### config.mk
export PLATFORM = sky130hd
export DESIGN_NAME = pwm
export DESIGN_NICKNAME = d
export VERILOG_FILES = /design/src/rtl/pwm_pkg.sv /design/src/rtl/pwm.sv
export SDC_FILE = /design/constraint.sdc
export NUM_CORES = 1
export LEC_CHECK = 0
export CORE_UTILIZATION = 45
export CTS_CLUSTER_SIZE = 25
export DETAILED_ROUTE_END_ITERATION = 8
export PLACE_DENSITY = 0.7
export SLEW_MARGIN = 10
export SYNTH_ARGS = -nofsm -noshare
export SYNTH_HDL_FRONTEND = slang
export SYNTH_SLANG_ARGS = --single-unit
### constraint.sdc
create_clock -name clk -period 1.8 [get_ports clk]
set_input_delay 0.27 -clock clk [delete_from_list [all_inputs] [get_ports clk]]
set_output_delay 0.27 -clock clk [all_outputs]
set_load 0.01 [all_outputs]
### src/rtl/pwm_pkg.sv
// Shared constants and helpers for the single-channel PWM block.
package pwm_pkg;

  localparam int unsigned PWM_S_CNT_DEFAULT  = 200;
  localparam int unsigned PWM_DUTY_W_DEFAULT = 8;

  // Sample-counter width; never narrower than one bit.
  function automatic int unsigned cnt_width(input int unsigned n);
    return (n < 2) ? 1 : $clog2(n);
  endfunction

endpackage

### src/rtl/pwm.sv
// Single-channel PWM: output high for the first on_time samples of each
// S_CNT-sample period, with on_time latched only at period start.
module pwm
  import pwm_pkg::*;
#(
  parameter int unsigned S_CNT  = PWM_S_CNT_DEFAULT,
  parameter int unsigned DUTY_W = PWM_DUTY_W_DEFAULT
) (
  input  logic              clk,
  input  logic              rst_n,
  input  logic              en,
  input  logic [DUTY_W-1:0] on_time,
  output logic              out,
  output logic              period_start
);

  localparam int unsigned CNT_W = cnt_width(S_CNT);
  // Wide enough to hold both cnt+1 and any duty value without truncation.
  localparam int unsigned CMP_W = ((CNT_W > DUTY_W) ? CNT_W : DUTY_W) + 1;
  localparam logic [CNT_W-1:0] CNT_LAST = CNT_W'(S_CNT - 1);

  logic [CNT_W-1:0]  r_cnt;
  logic [DUTY_W-1:0] r_duty;
  logic              r_out;
  logic              r_period_start;

  logic              w_wrap;
  logic [CMP_W-1:0]  w_cnt_inc;
  logic              w_out_next;

  assign w_wrap     = (r_cnt == CNT_LAST);
  assign w_cnt_inc  = CMP_W'(r_cnt) + CMP_W'(1);
  assign w_out_next = (w_cnt_inc < CMP_W'(r_duty));

  // NOTE: state is updated with non-blocking assignments so every flop
  // samples the pre-edge values of its neighbours.
  always_ff @(posedge clk or negedge rst_n) begin
    if (!rst_n) begin
      r_cnt          <= CNT_LAST;
      r_duty         <= '0;
      r_out          <= 1'b0;
      r_period_start <= 1'b0;
    end else if (!en) begin
      // Parking at the last sample makes the next enabled edge a fresh wrap.
      r_cnt          <= CNT_LAST;
      r_out          <= 1'b0;
      r_period_start <= 1'b0;
    end else if (w_wrap) begin
      r_cnt          <= '0;
      r_duty         <= on_time;
      r_out          <= (on_time != '0);
      r_period_start <= 1'b1;
    end else begin
      r_cnt          <= CNT_W'(w_cnt_inc);
      r_out          <= w_out_next;
      r_period_start <= 1'b0;
    end
  end

  assign out          = r_out;
  assign period_start = r_period_start;

endmodule

==> flow_summary.json, run 1 <==
{
  "required_ns": 2.01,
  "r2r-end": "out$_DFF_PN0_",
  "cts_tree": "done",
  "max_freq_mhz": 512,
  "initial_core_util_pct": 49.0,
  "crit_arrival_ns": 2.17,
  "yosys_warnings": 0,
  "antenna_cells": 0,
  "fill_cells": 188,
  "place.gp.congestion": 0.816,
  "syn_area_per_cell_um2": 10.0,
  "pwr-share-seq_pct": 32.4,
  "dpl.cell_count": 149,
  "intPower_w": 0.00138,
  "hold_violations": 0,
  "numClockSinks": 18,
  "final-instance-count-excl-fill": 155,
  "status": "finished with violations",
  "clock_latency_ns": 0.29,
  "vdd_ir_drop_max_uv": 887,
  "ant_nets": 0,
  "grtUsageMet1_pct": 26.1,
  "drt-total-wl_um": 2000,
  "cts_buffer_depth": 2,
  "rr_worst_depth": 8,
  "grt_use_total_pct": 19.1,
  "layout.nets": 148,
  "die_y_um": 48.7,
  "core_area_um2": 2000,
  "synth-seq-cells": 18,
  "die-area_um2": 2370,
  "syn_inst": 98,
  "firstDrtPassIters": 4,
  "ys_types": 27,
  "pwr-share-comb_pct": 58.0,
  "drc": 0,
  "path_max_fanout": 4,
  "syn_nets": 117,
  "switching_share_pct": 37.1,
  "io_buffers": 12,
  "criticalPathCategory": "flop to flop",
  "crit_path_start_kind": "flop",
  "min_period_over_period_pct": 109,
  "rsz0062_at_grt": "yes",
  "power_density_nw_per_um2": 1660,
  "rrSetupSlack_ns": -0.15,
  "grt_max_degree": 19,
  "busiest_layer": "met2",
  "slew_violations": 0,
  "wl_per_cell_um": 12.9,
  "maxCapViolations": 0,
  "violations": "setup timing",
  "clkTransAtPathRegs_ns": 0.10,
  "rows": 16,
  "period_minus_slack_ns": 1.95,
  "worst_setup_path_end_kind": "flop",
  "area_growth_pct": 34.3,
  "cts_buffers": 3,
  "place_ws_ns": -0.197,
  "antenna_found_initial": 0,
  "worst_slew_pin_slew_ns": 0.359,
  "fin_ws_ns": -0.154,
  "dp_hpwl_um": 1510,
  "maxSlewHeadroom_pct": 76.0,
  "drtIter0Drc": 3,
  "r2r_start": "r_cnt[1]$_DFF_PN1_",
  "p_sw_w": 0.000813,
  "viasPerCell": 5.07,
  "synth_area_um2": 981,
  "clock-root-buffer": "clkbuf_4",
  "die_w_um": 48.7,
  "cts.hold.buffers_added": 0,
  "grt_use_met2_pct": 28.7,
  "ys_seq_area_share_pct": 46.6,
  "setup_tns_ns": -0.334,
  "grt_pass1_vias": 740,
  "setup_viol": 7,
  "p_clk_share_pct": 9.6,
  "grtUsageMet3_pct": 3.77,
  "via_count": 786,
  "h-tree-depth": 1,
  "fin_util_pct": 65.8,
  "grt_first_pass_wirelength_um": 3370,
  "gr-total-overflow": 0,
  "drive_gt1_share_pct": 27.3,
  "most-common-layout-cells": "buf_4 (15), dfrtp_1 (13), nand2_1 (12), clkdlybuf4s50_1 (12), inv_1 (9)",
  "hp-class": "input port to async pin",
  "num_io_pins": 13,
  "clock_skew_ns": 0.00362,
  "final_common_cell": "buf_4",
  "leakagePower_nw": 0.602
}
timing repair:
action	CTS	global route
pin swaps	3	2
endpoints found under the setup margin	1	6
endpoints found under the hold margin	0	0
setup buffers	1	1
resized for setup	2	2
kinds of logic after synthesis:
group	synth area share, %
AOI/OAI and AO/OA	12.9
adders and majority gates	10.2
xor gates and xnor gates	5.36
DFF	46.6
muxes	1.15
buffers and inverters	5.61
and+or+nand+nor	18.2
metal layers:
metal,up-vias,wire [µm]
li1,395,-
met5,-,0
met2,16,944
met1,367,927
met4,0,61
met3,8,68
power by group through the flow:
stage          Clock [W]  Combinational, W  Sequential, W
2_1_floorplan          0          0.000772       0.000720
3_3_place_gp           0           0.00113       0.000713
3_5_place_dp           0           0.00117       0.000720
4_1_cts         0.000218           0.00122       0.000712
5_1_grt         0.000239           0.00143       0.000732
6_report        0.000210           0.00127       0.000709
how the worst max path moves through the flow:
stage	startpoint	to	slack [ns]	depth (start not counted)
2_1_floorplan	r_cnt[0]$_DFF_PN1_	out$_DFF_PN0_	-0.07	8
3_3_place_gp	r_cnt[1]$_DFF_PN1_	out$_DFF_PN0_	-0.10	8
3_5_place_dp	r_cnt[0]$_DFF_PN1_	out$_DFF_PN0_	-0.20	8
6_report	r_cnt[1]$_DFF_PN1_	out$_DFF_PN0_	-0.15	8
5_1_grt	r_cnt[1]$_DFF_PN1_	out$_DFF_PN0_	-0.28	8
4_1_cts	r_cnt[1]$_DFF_PN1_	out$_DFF_PN0_	-0.16	8
sequential cells by signal (all words and copies together), names as in the netlist:
register	flops
out	1
r_duty	8
r_cnt	8
period_start	1
synth_stat cells, drive strengths merged:
| library cell | n | share of area, % |
|---|---|---|
| or3 | 1 | 0.64 |
| nand2 | 12 | 4.6 |
| mux2 | 1 | 1.1 |
| a31oi | 1 | 0.64 |
| inv | 9 | 3.4 |
| a22oi | 1 | 0.77 |
| nor2 | 2 | 0.77 |
| a21oi | 5 | 2.6 |
| nor3 | 2 | 1.0 |
| and3 | 2 | 1.3 |
| dfstp | 5 | 13 |
| nand4 | 1 | 1.3 |
| ha | 8 | 10 |
| xnor2 | 5 | 4.5 |
| or2 | 1 | 0.64 |
| dfrtp | 13 | 33 |
| o21ba | 2 | 2.0 |
| o21ai | 9 | 4.6 |
| nand3 | 6 | 3.1 |
| xor2 | 1 | 0.89 |
| a21o | 2 | 1.5 |
| and2 | 2 | 1.3 |
| a211oi | 1 | 0.77 |
| nor4 | 2 | 1.3 |
| buf | 3 | 2.2 |
| nor4b | 1 | 2.4 |
through the flow:
stage	instance area (µm²)	hold WS, ns	total power, W
finish	1320	0.294	0.00219
global route	1320	0.297	0.00240
CTS	1290	0.301	0.00215
detailed placement	1240	0.520	0.00189
global placement	1240	0.497	0.00184
floorplan	998	-0.0256	0.00149
critical path, cell delays in order, from the launching register on:
cell and delay [ns]:
dfstp_2 0.57, ha_4 0.16, nand3_2 0.08, xnor2_2 0.15, ha_1 0.30, a21o_1 0.17, a211oi_2 0.17, o21ai_1 0.09
a22oi_1 0.18
area by class of cell:
type	instances	area (µm²)	share of cell area (%)
Timing Repair Buffer	29	264	20.0
Sequential cell	18	457	34.7
Clock buffer	4	26.3	1.99
Inverter	9	33.8	2.56
Tap cell	27	33.8	2.56
Multi-Input combinational cell	68	503	38.2
No activity file was read; power rests on OpenSTA's default activity.
==> run 2, diff against run 1 <==
CAP_MARGIN = 25   (was unset)
==> results of run 2 <==
The final DEF is identical to that of run 1; final timing and power are the same.
==> run 3, diff against run 2 <==
REMOVE_ABC_BUFFERS = 1   (was unset)
==> flow_summary.json, run 3 (synthesized netlist as in run 1, its figures left out) <==
{
  "status": "finished with violations",
  "violations": "setup timing",
  "clock_latency_ns": 0.29,
  "maxCapViolations": 0,
  "core_area_um2": 2000,
  "via_count": 780,
  "clock-root-buffer": "clkbuf_4",
  "grt_first_pass_wirelength_um": 3650,
  "min_period_over_period_pct": 108,
  "crit_path_start_kind": "flop",
  "cts_buffers": 3,
  "firstDrtPassIters": 4,
  "vdd_ir_drop_max_uv": 847,
  "fin_ws_ns": -0.150,
  "p_sw_w": 0.000853,
  "die_y_um": 48.7,
  "busiest_layer": "met2",
  "grt_use_met2_pct": 35.4,
  "stdcell_area_um2": 1340,
  "cts_tree": "done",
  "grt_pass1_vias": 826,
  "rr_worst_depth": 8,
  "pwr-share-seq_pct": 31.6,
  "worst_slew_pin_slew_ns": 0.362,
  "setup_viol": 2,
  "placed_area_um2": 1210,
  "switching_share_pct": 37.6,
  "grtUsageMet1_pct": 24.9,
  "area_growth_pct": 36.7,
  "required_ns": 2.02,
  "p_clk_share_pct": 11.2,
  "rrSetupSlack_ns": -0.15,
  "drt-total-wl_um": 2060,
  "drive_gt1_share_pct": 32.0,
  "cp-startpoint": "r_cnt[1]$_DFF_PN1_",
  "slew_violations": 0,
  "h-tree-depth": 1,
  "grtUsageMet3_pct": 2.83,
  "dp_hpwl_um": 1490,
  "clkTransAtPathRegs_ns": 0.11,
  "drtIter0Drc": 3,
  "hp-class": "input port to async pin",
  "criticalPathCategory": "flop to flop",
  "initial_core_util_pct": 49.0,
  "top_regs": "r_cnt: 8 flops, r_duty: 8 flops",
  "fin_util_pct": 67.0,
  "clock_skew_ns": 0.00162,
  "most-common-layout-cells": "buf_4 (16), dfrtp_1 (13), nand2_1 (12), clkdlybuf4s50_1 (12), inv_1 (9)",
  "cts.hold.buffers_added": 0,
  "io_buffers": 12,
  "power_density_nw_per_um2": 1690,
  "wl_per_cell_um": 13.3,
  "r2r_start": "r_cnt[1]$_DFF_PN1_",
  "pwr-share-comb_pct": 57.3,
  "gr-total-overflow": 0,
  "cts_buffer_depth": 2,
  "antenna_found_initial": 0,
  "finalPower_w": 0.00227,
  "hold_violations": 0,
  "period_minus_slack_ns": 1.95,
  "viasPerCell": 5.03,
  "leakagePower_nw": 0.620,
  "layout.nets": 148,
  "grt_use_total_pct": 20.5,
  "final_common_cell": "buf_4",
  "crit_arrival_ns": 2.17,
  "antenna_cells": 0,
  "r2r-end": "out$_DFF_PN0_",
  "num_io_pins": 13,
  "rsz0062_at_grt": "yes",
  "numClockSinks": 18,
  "maxSlewHeadroom_pct": 75.6,
  "holdWs_ns": 0.290,
  "die_w_um": 48.7,
  "rows": 16,
  "intPower_w": 0.00141,
  "die-area_um2": 2370,
  "ant_nets": 0,
  "place.gp.congestion": 0.843,
  "drc": 0,
  "path_max_fanout": 3,
  "max_freq_mhz": 513,
  "grt_max_degree": 19,
  "worst_setup_path_end_kind": "flop",
  "fill_cells": 165
}
-- run 3: cell counts in the layout (fill, tap and decap cells not counted) --
No cell type changed its count.
-- run 3: worst max path at each step --
stage / end / slack [ns] / depth (start not counted)
global route: out$_DFF_PN0_ / -0.23 / 8
CTS: out$_DFF_PN0_ / -0.15 / 8
floorplan: r_duty[0]$_DFFE_PN0P_ / -0.22 / 4
finish: out$_DFF_PN0_ / -0.15 / 8
detailed placement: out$_DFF_PN0_ / -0.27 / 8
global placement: out$_DFF_PN0_ / -0.17 / 8
-- run 3: stage by stage --
stage,worst slack (ns),instances,setup TNS (ns)
2_1_floorplan,-0.221,95,-0.454
3_3_place_gp,-0.172,147,-0.172
3_5_place_dp,-0.267,147,-0.267
4_1_cts,-0.151,153,-0.151
5_1_grt,-0.229,155,-0.892
6_report,-0.150,155,-0.249
-- run 3: final cells by class --
type	instances	area (µm²)	share of cell area (%)
timing repair buffer	29	245	18.3
multi-input combinational	68	536	39.9
tap	27	33.8	2.52
clock buffer	4	36.3	2.71
sequential	18	457	34.0
inverter	9	33.8	2.52
-- run 3: power groups by stage --
stage	Combinational [W]	Clock, W	Sequential, W
finish	0.00130	0.000253	0.000716
global route	0.00147	0.000275	0.000737
CTS	0.00127	0.000261	0.000714
detailed placement	0.00111	0	0.000713
global placement	0.00106	0	0.000705
floorplan	0.000694	0	0.000726
-- run 3: per-layer routing --
metal  vias up  routed length (µm)
met1       373                 924
met5         -                   0
met3         2                  29
li1        399                   -
met4         0                  14
met2         6                1100
-- run 3: timing repair --
item / in CTS / in global routing
gates resized for setup: 12 / 2
pin swaps: 5 / 1
cloned: 0 / 1
endpoints found under the setup margin: 1 / 11
setup buffers: 2 / 1
-- run 3: worst max-delay path, stage by stage, from the launching register on --
cell and delay (ns):
dfstp_2 0.59, ha_4 0.15, nand3_2 0.08, xnor2_2 0.15, ha_1 0.29, a21o_1 0.17, a211oi_2 0.18, o21ai_1 0.09
a22oi_1 0.17
